===== src/rtl/card_draw_pkg.sv =====
// Shared types and helpers for the card draw unit: debouncer states,
// LFSR polynomial, default seed and the card scaling function.
package card_draw_pkg;

  typedef enum logic [1:0] {
    ST_IDLE,
    ST_PRESS_WAIT,
    ST_HELD,
    ST_RELEASE_WAIT
  } deb_state_t;

  localparam logic [15:0] LFSR_TAPS    = 16'hB400;
  localparam logic [15:0] DEFAULT_SEED = 16'hACE1;
  localparam int          SCALE_BITS   = 8;

  // Right-shifting Galois step; a nonzero register never becomes zero.
  function automatic logic [15:0] lfsr_next(input logic [15:0] cur);
    return {1'b0, cur[15:1]} ^ (cur[0] ? LFSR_TAPS : 16'h0000);
  endfunction

  // Maps a raw byte onto 1..card_max: floor(raw*card_max/256)+1.
  // 13 bits hold the largest product (255*31).
  function automatic logic [4:0] scale_card(input logic [7:0] raw,
                                            input logic [4:0] card_max);
    logic [12:0] prod;
    prod = 13'(raw) * 13'(card_max);
    return 5'(prod >> SCALE_BITS) + 5'd1;
  endfunction

endpackage


===== src/rtl/card_draw_unit_key_debouncer.sv =====
// Turns a raw active-low push button into a single accept pulse per
// physical press, ignoring bounces shorter than DEBOUNCE_CYCLES.
module key_debouncer
  import card_draw_pkg::*;
#(
  parameter int DEBOUNCE_CYCLES = 500000,
  parameter int CNT_W           = 20
) (
  input  logic clock,
  input  logic reset_n,
  input  logic key_n,
  output logic accept,
  output logic busy
);

  localparam logic [CNT_W-1:0] LAST_COUNT = CNT_W'(DEBOUNCE_CYCLES - 1);

  logic             sync_meta;
  logic             key_s;
  deb_state_t       state;
  deb_state_t       next_state;
  logic [CNT_W-1:0] counter;
  logic [CNT_W-1:0] next_counter;

  // Two-flop synchroniser; idles high so reset looks like a released key.
  always_ff @(posedge clock or negedge reset_n) begin
    if (!reset_n) begin
      sync_meta <= 1'b1;
      key_s     <= 1'b1;
    end else begin
      sync_meta <= key_n;
      key_s     <= sync_meta;
    end
  end

  // State, stability counter and busy flag all update on the same edge.
  always_ff @(posedge clock or negedge reset_n) begin
    if (!reset_n) begin
      state   <= ST_IDLE;
      counter <= '0;
      busy    <= 1'b0;
    end else begin
      state   <= next_state;
      counter <= next_counter;
      busy    <= (next_state == ST_PRESS_WAIT) || (next_state == ST_RELEASE_WAIT);
    end
  end

  // Next-state logic; accept fires in the cycle the press becomes stable.
  always_comb begin
    next_state   = state;
    next_counter = counter;
    accept       = 1'b0;
    case (state)
      ST_IDLE: begin
        if (!key_s) begin
          next_state   = ST_PRESS_WAIT;
          next_counter = '0;
        end
      end
      ST_PRESS_WAIT: begin
        if (key_s) begin
          next_state = ST_IDLE;
        end else if (counter == LAST_COUNT) begin
          next_state = ST_HELD;
          accept     = 1'b1;
        end else begin
          next_counter = counter + 1'b1;
        end
      end
      ST_HELD: begin
        if (key_s) begin
          next_state   = ST_RELEASE_WAIT;
          next_counter = '0;
        end
      end
      ST_RELEASE_WAIT: begin
        if (!key_s) begin
          next_state = ST_HELD;
        end else if (counter == LAST_COUNT) begin
          next_state = ST_IDLE;
        end else begin
          next_counter = counter + 1'b1;
        end
      end
      default: begin
        next_state   = ST_IDLE;
        next_counter = '0;
      end
    endcase
  end

endmodule


===== src/rtl/card_draw_unit.sv =====
// Card source for the game mux: debounced key press draws a card value
// 1..CARD_MAX from a free-running LFSR, with a valid pulse and a
// saturating draw counter.
module card_draw_unit
  import card_draw_pkg::*;
#(
  parameter int          DEBOUNCE_CYCLES = 500000,
  parameter int          CNT_W           = 20,
  parameter int          CARD_MAX        = 13,
  parameter logic [15:0] SEED            = DEFAULT_SEED
) (
  input  logic       clock,
  input  logic       reset_n,
  input  logic       enable,
  input  logic       key_n,
  output logic [4:0] q,
  output logic       draw_valid,
  output logic [3:0] draw_count,
  output logic       busy
);

  localparam logic [15:0] SEED_EFF   = (SEED == 16'h0000) ? 16'h0001 : SEED;
  localparam logic [4:0]  CARD_MAX_W = 5'(CARD_MAX);

  logic [15:0] lfsr;
  logic        accept;

  key_debouncer #(
    .DEBOUNCE_CYCLES(DEBOUNCE_CYCLES),
    .CNT_W          (CNT_W)
  ) u_debouncer (
    .clock  (clock),
    .reset_n(reset_n),
    .key_n  (key_n),
    .accept (accept),
    .busy   (busy)
  );

  // Free-running random source, independent of enable and key activity.
  always_ff @(posedge clock or negedge reset_n) begin
    if (!reset_n) begin
      lfsr <= SEED_EFF;
    end else begin
      lfsr <= lfsr_next(lfsr);
    end
  end

  // Commit a draw on an accepted press; a disabled press is simply dropped.
  always_ff @(posedge clock or negedge reset_n) begin
    if (!reset_n) begin
      q          <= 5'd0;
      draw_valid <= 1'b0;
      draw_count <= 4'd0;
    end else if (accept && enable) begin
      q          <= scale_card(lfsr[7:0], CARD_MAX_W);
      draw_valid <= 1'b1;
      if (draw_count != 4'hF) begin
        draw_count <= draw_count + 4'd1;
      end
    end else begin
      draw_valid <= 1'b0;
    end
  end

endmodule


===== config.mk =====
export PLATFORM = sky130hd
export DESIGN_NAME = card_draw_unit
export DESIGN_NICKNAME = d
export VERILOG_FILES = /design/src/rtl/card_draw_pkg.sv /design/src/rtl/card_draw_unit_key_debouncer.sv /design/src/rtl/card_draw_unit.sv
export SDC_FILE = /design/constraint.sdc
export NUM_CORES = 1
export LEC_CHECK = 0
export ABC_AREA = 1
export CORE_ASPECT_RATIO = 1.2
export CORE_MARGIN = 2
export CORE_UTILIZATION = 60
export DETAILED_ROUTE_END_ITERATION = 6
export PLACE_DENSITY = 0.79
export REMOVE_ABC_BUFFERS = 1
export SLEW_MARGIN = 10
export SYNTH_ARGS = -nofsm -noshare
export SYNTH_HDL_FRONTEND = slang
export SYNTH_SLANG_ARGS = --single-unit
export TNS_END_PERCENT = 50

===== constraint.sdc =====
create_clock -name clock -period 4.7 [get_ports clock]
set_input_delay 0.705 -clock clock [delete_from_list [all_inputs] [get_ports clock]]
set_output_delay 0.705 -clock clock [all_outputs]
set_load 0.02 [all_outputs]

Yosys cells after proc, flatten, opt, wreduce, memory -nomap -nowiden:

Cells that the tools add are included.

* output and inout port bits: 11
* register bits: 51
* word-level logic and storage cells: 48
* memories: 0
* bits in read-only memories: 0
* memory bits (writable): 0
* bits of input ports: 4
* bits in latches: 0

* reductions and logical operators: 5
* mux-type cells: 18
* $add $sub $neg: 3
* div/mod/pow operators: 0
* $lt $le $gt $ge: 0
* eq/ne operators: 11
* bitwise operators: 1
* shift-type cells: 0
* multipliers: 1

Operators by type and width (count)
* 20-bit two-way mux: 5
* 20-bit one-hot mux with 4 select lines: 1
* 20-bit by 1-bit adder with 20-bit output, second input constant: 1
* 20-bit by 19-bit equality test with 1-bit output, second input constant: 1
* 16-bit two-way mux: 1
* 15-bit by 16-bit XOR with 16-bit output: 1
* 8-bit by 4-bit multiplier with 12-bit output, second input constant: 1
* 2-bit two-way mux: 6
* 2-bit one-hot mux with 4 select lines: 1
* 2-bit equality test, second input constant: 3
* 4-bit by 1-bit adder with 5-bit output, second input constant: 1
* 4-bit by 1-bit adder with 4-bit output, second input constant: 1
* 2-bit by 1-bit equality test with 1-bit output, second input constant: 2
* 1-bit two-way mux: 4
* 2-bit by 1-bit != test with 1-bit output, second input constant: 2
* 2-bit != test, second input constant: 2
* 4-bit != test, second input constant: 1
* 4-bit AND reduction: 1
* 2-bit zero test: 1
* 2-bit AND reduction: 1
* 1-bit logical AND: 1
* 1-bit logical OR: 1

Longest topological paths before layout:

* word-level depth: 6
* mapped depth: 17
* mapped depth without buffers: 17

Hierarchy:

From an unflattened synthesis, not the netlist that was laid out.

* cell total of the unflattened synthesis: 400
* area total of the unflattened synthesis: 3135.5 µm²

By module, submodules not included
* card_draw_unit: cells an instance 180, instances 1, seq. area each 660.6 µm², area each 1592.8 µm²
* key_debouncer: cells an instance 220, instances 1, seq. area each 628.1 µm², area each 1542.7 µm²

Least setup slack after synthesis:

OpenSTA, ideal clock, no wires.

* path type: register to register
* start: reg lfsr[4]
* end: reg q[2]
* clock period less this slack: 2597 ps
* cell stages (with the launch flop): 17
* setup slack: 2103 ps
* buffers on the path: 0
* data arrival time: 2480 ps
* library setup time: 116 ps
* data required time: 4584 ps
* cell sequence: dfrtp_1 -> ha_1 -> inv_1 -> fa_1 -> inv_1 -> ha_1 -> nand2_1 -> inv_1 -> nand2_1 -> and2_1 -> nand2_1 -> nand2_1 -> nand2_1 -> ha_1 -> xor2_1 -> nand2_1 -> nand2_1

* longest elaborated chain between the ends: 2

RTL lines
* start, declared: line card_draw_unit.sv:25 `logic [15:0] lfsr;`
* start signal, assigned: line card_draw_unit.sv:44 `lfsr <= lfsr_next(lfsr);`
* 8-bit by 4-bit multiplier with 12-bit output: line card_draw_pkg.sv:26 `prod = 13'(raw) * 13'(card_max);`
* 4-bit by 1-bit adder with 5-bit output: line card_draw_pkg.sv:27 `return 5'(prod >> SCALE_BITS) + 5'd1;`
* end signal, assigned: line card_draw_unit.sv:55 `q <= scale_card(lfsr[7:0], CARD_MAX_W);`
* end, declared: line card_draw_unit.sv:16 `output logic [4:0] q,`

Every way passes these cells.
A chain may end at the register's enable or synchronous reset.

Worst setup path in the final report:

Ends and elaborated chain as after synthesis.

==> impl_metrics.ini <==
[yosys]
yosysWarnings = 0
ys_ff_latch = 51
yosys.area.top_type = dfrtp_1
netlist_area_um2 = 3310
async_flop_share_pct = 100
synth_edf_count = 0
synth.area.top_cells = dfrtp_1 31%, nand2_1 11%, dfstp_2 7.9%
ys_seq_area_share_pct = 39.0
synthMostInstantiatedCell = nand2_1
yosysUniqueCellTypes = 30
ys.flop_type = dfrtp_1
syn_area_per_cell_um2 = 7.99
netlist_instances = 414
synthTopCellsByCount = 99 x nand2_1, 64 x inv_1, 41 x dfrtp_1
synth_top_area_share_pct = 31.0

[die]
core_area_um2 = 5300
row_count = 29
die_w_um = 71.8
io_pins = 15
start_util_pct = 62.4
die_h_um = 85.3
dieArea_um2 = 6130

[power_and_ir_drop]
p_clk_share_pct = 36.0
share_seq_of_total_power_pct = 58.9
p_sw_share_pct = 22.7
powerDensity_nw_per_um2 = 213
p_leak_nw = 1.75
power.net_switching_w = 0.000173
internal_power_w = 0.000589
vdd_drop_max_v = 0.000185
combinationalPowerShare_pct = 5.1

[critical_path]
start_kind = flop
critPathMaxFanout = 4
path_delay_family = adder cells
cp_common_cell = nand2_1
path_buf_inv = 3
r2r_setup_slack_ns = 1.93
r2r_cells = 16
slowest_delay_ns = 0.49
reg2reg_to = q[2]
end_kind = flop
cp_slowest_cell = fa_1
crit_required_ns = 4.90
arrival_ns = 2.97
worstPathCellList = ha_1 -> inv_1 -> fa_1 -> inv_1 -> ha_1 -> nand2_1 -> inv_1 -> nand2_1 -> and2_1 -> nand2_1 -> nand2_1 -> nand2_1 -> ha_1 -> xor2_1 -> nand2_1 -> nand2_1
crit_type = flop to flop
reg2reg_from = lfsr[4]

[clock_tree]
cts_resized = 0
clockBufferDepth = 2
clk_pin_slew_ns = 0.09
clock-sinks = 51
cts_tree = yes
hold_buffers = 0
ctsHtreeMaxLevel = 2
cts_root_buf = clkbuf_8
cts_buffers = 5
clock_latency_ns = 0.30
cts_setup_buffers = 0

[timing]
skew_ns = 0.00971
finalCritPeriodShare_pct = 59.0
setup_viol = 0
fin_crit_ns = 2.77
slew_headroom_pct = 24.3
setup_tns_ns = 0
rsz0062_at_grt = false
max_freq_ghz = 0.360
tightest_slew_ns = 1.13
finalHoldViolations = 0
slew_viol_final = 0
finalWorstSetupSlack_ns = 1.93

[cells_and_area]
insertedDiodeCount = 0
fin_nets = 458
syn_to_final_growth_pct = 8.13
fill_cells = 445
drive_above_1_share_pct = 13.5

[detailed_routing]
vias = 2715
routed-wl-met3_um = 266
highest_layer = met4
wl_per_cell_um = 13.3
wirelength_met1_um = 2720
routed_wl_um = 6540
drt-initial-drc-count = 307
drc = 0
antenna_left = 0
first_pass_iters = 4
via_per_inst = 5.52
dr_wl_met2_um = 3320

[placed_design]
place_ws_ns = 1.93
place.port_buffers = 14
gp_congestion = 0.975
hpwl_um = 4940

[grt]
grt_pass1_vias = 2693
grt_max_degree = 52
globalRouteOverflowTotal = 0
grt_usage_pct = 23.9
antenna_found_initial = 0
grt_pass1_wl_um = 11600

[flow_run]
drv_cap = 0

[min_path]
hold_path.class = flop to flop
holdPathEnd = u_debouncer.key_s
hp-start = u_debouncer.sync_meta
hold_depth = 0

[outcome]
outcome = finished, final reports clean
[power by group through the flow]
stage | clock network [W] | registers (W) | logic [W]
2_1_floorplan | 0 | 0.000459 | 0.0000187
3_3_place_gp | 0 | 0.000457 | 0.0000387
3_5_place_dp | 0 | 0.000457 | 0.0000398
4_1_cts | 0.000285 | 0.000449 | 0.0000398
5_1_grt | 0.000300 | 0.000450 | 0.0000445
6_report | 0.000274 | 0.000449 | 0.0000388
[cell type report]
type | count | area (um2) | share of cell area (%)
clock buffer | 8 | 100 | 2.80
sequential | 51 | 1290 | 36.0
timing repair buffer | 16 | 150 | 4.20
tap | 62 | 77.6 | 2.17
multi-input combinational | 285 | 1700 | 47.4
inverter | 70 | 264 | 7.38
[registers in the layout (all words and copies together) (netlist names)]
signal,count
draw_valid,1
draw_count,4
q,5
u_debouncer.sync_meta,1
u_debouncer.state,2
u_debouncer.counter,20
u_debouncer.key_s,1
lfsr,16
u_debouncer.busy,1
[cell usage in the layout (no fill, tap or decap), drive strengths merged, types with 8 or more instances in the layout]
cell type / instances
nor2: 42
nor3: 13
nand2: 100
clkbuf: 8
dfstp: 10
a21oi: 9
ha: 21
clkdlybuf4s50: 13
nand4: 23
xor2: 8
inv: 68
dfrtp: 41
nand3: 34
o21ai: 25
[cell families (layout without fill, tap and decap cells)]
logic type,count (synthesis),in the layout,synth area share (%)
DFF,51,51,39.0
buffers and inverters,78,94,9.76
xor gates and xnor gates,9,9,2.38
and+or+nand+nor,215,215,31.2
adders and majority gates,25,25,10.4
AOI/OAI and AO/OA,36,36,7.30
[metrics by stage]
| stage | utilization [%] | total power, W | cells | hold slack (ns) | instance area, um2 |
|---|---|---|---|---|---|
| 2_1_floorplan | - | 0.000478 | 406 | 0.331 | 3250 |
| 3_3_place_gp | 65.6 | 0.000496 | 484 | 0.337 | 3480 |
| 3_5_place_dp | 65.6 | 0.000497 | 484 | 0.342 | 3480 |
| 4_1_cts | 67.5 | 0.000773 | 492 | 0.360 | 3580 |
| 5_1_grt | 67.5 | 0.000794 | 492 | 0.367 | 3580 |
| 6_report | 67.5 | 0.000762 | 492 | 0.355 | 3580 |
[metal layers]
| layer | global-route usage (%) | vias to the layer above |
|---|---|---|
| li1 | - | 1353 |
| met1 | 29.0 | 1282 |
| met2 | 40.7 | 62 |
| met3 | 3.92 | 18 |
| met4 | 11.8 | 0 |
| met5 | 0 | - |
[worst max path at each step]
stage,start,to,cells past startpoint
floorplan,lfsr[4],q[2],16
global placement,lfsr[4],q[2],16
detailed placement,lfsr[4],q[2],16
CTS,lfsr[4],q[2],16
global route,lfsr[4],q[2],16
finish,lfsr[4],q[2],16
Power figures use the tool's default switching activity.
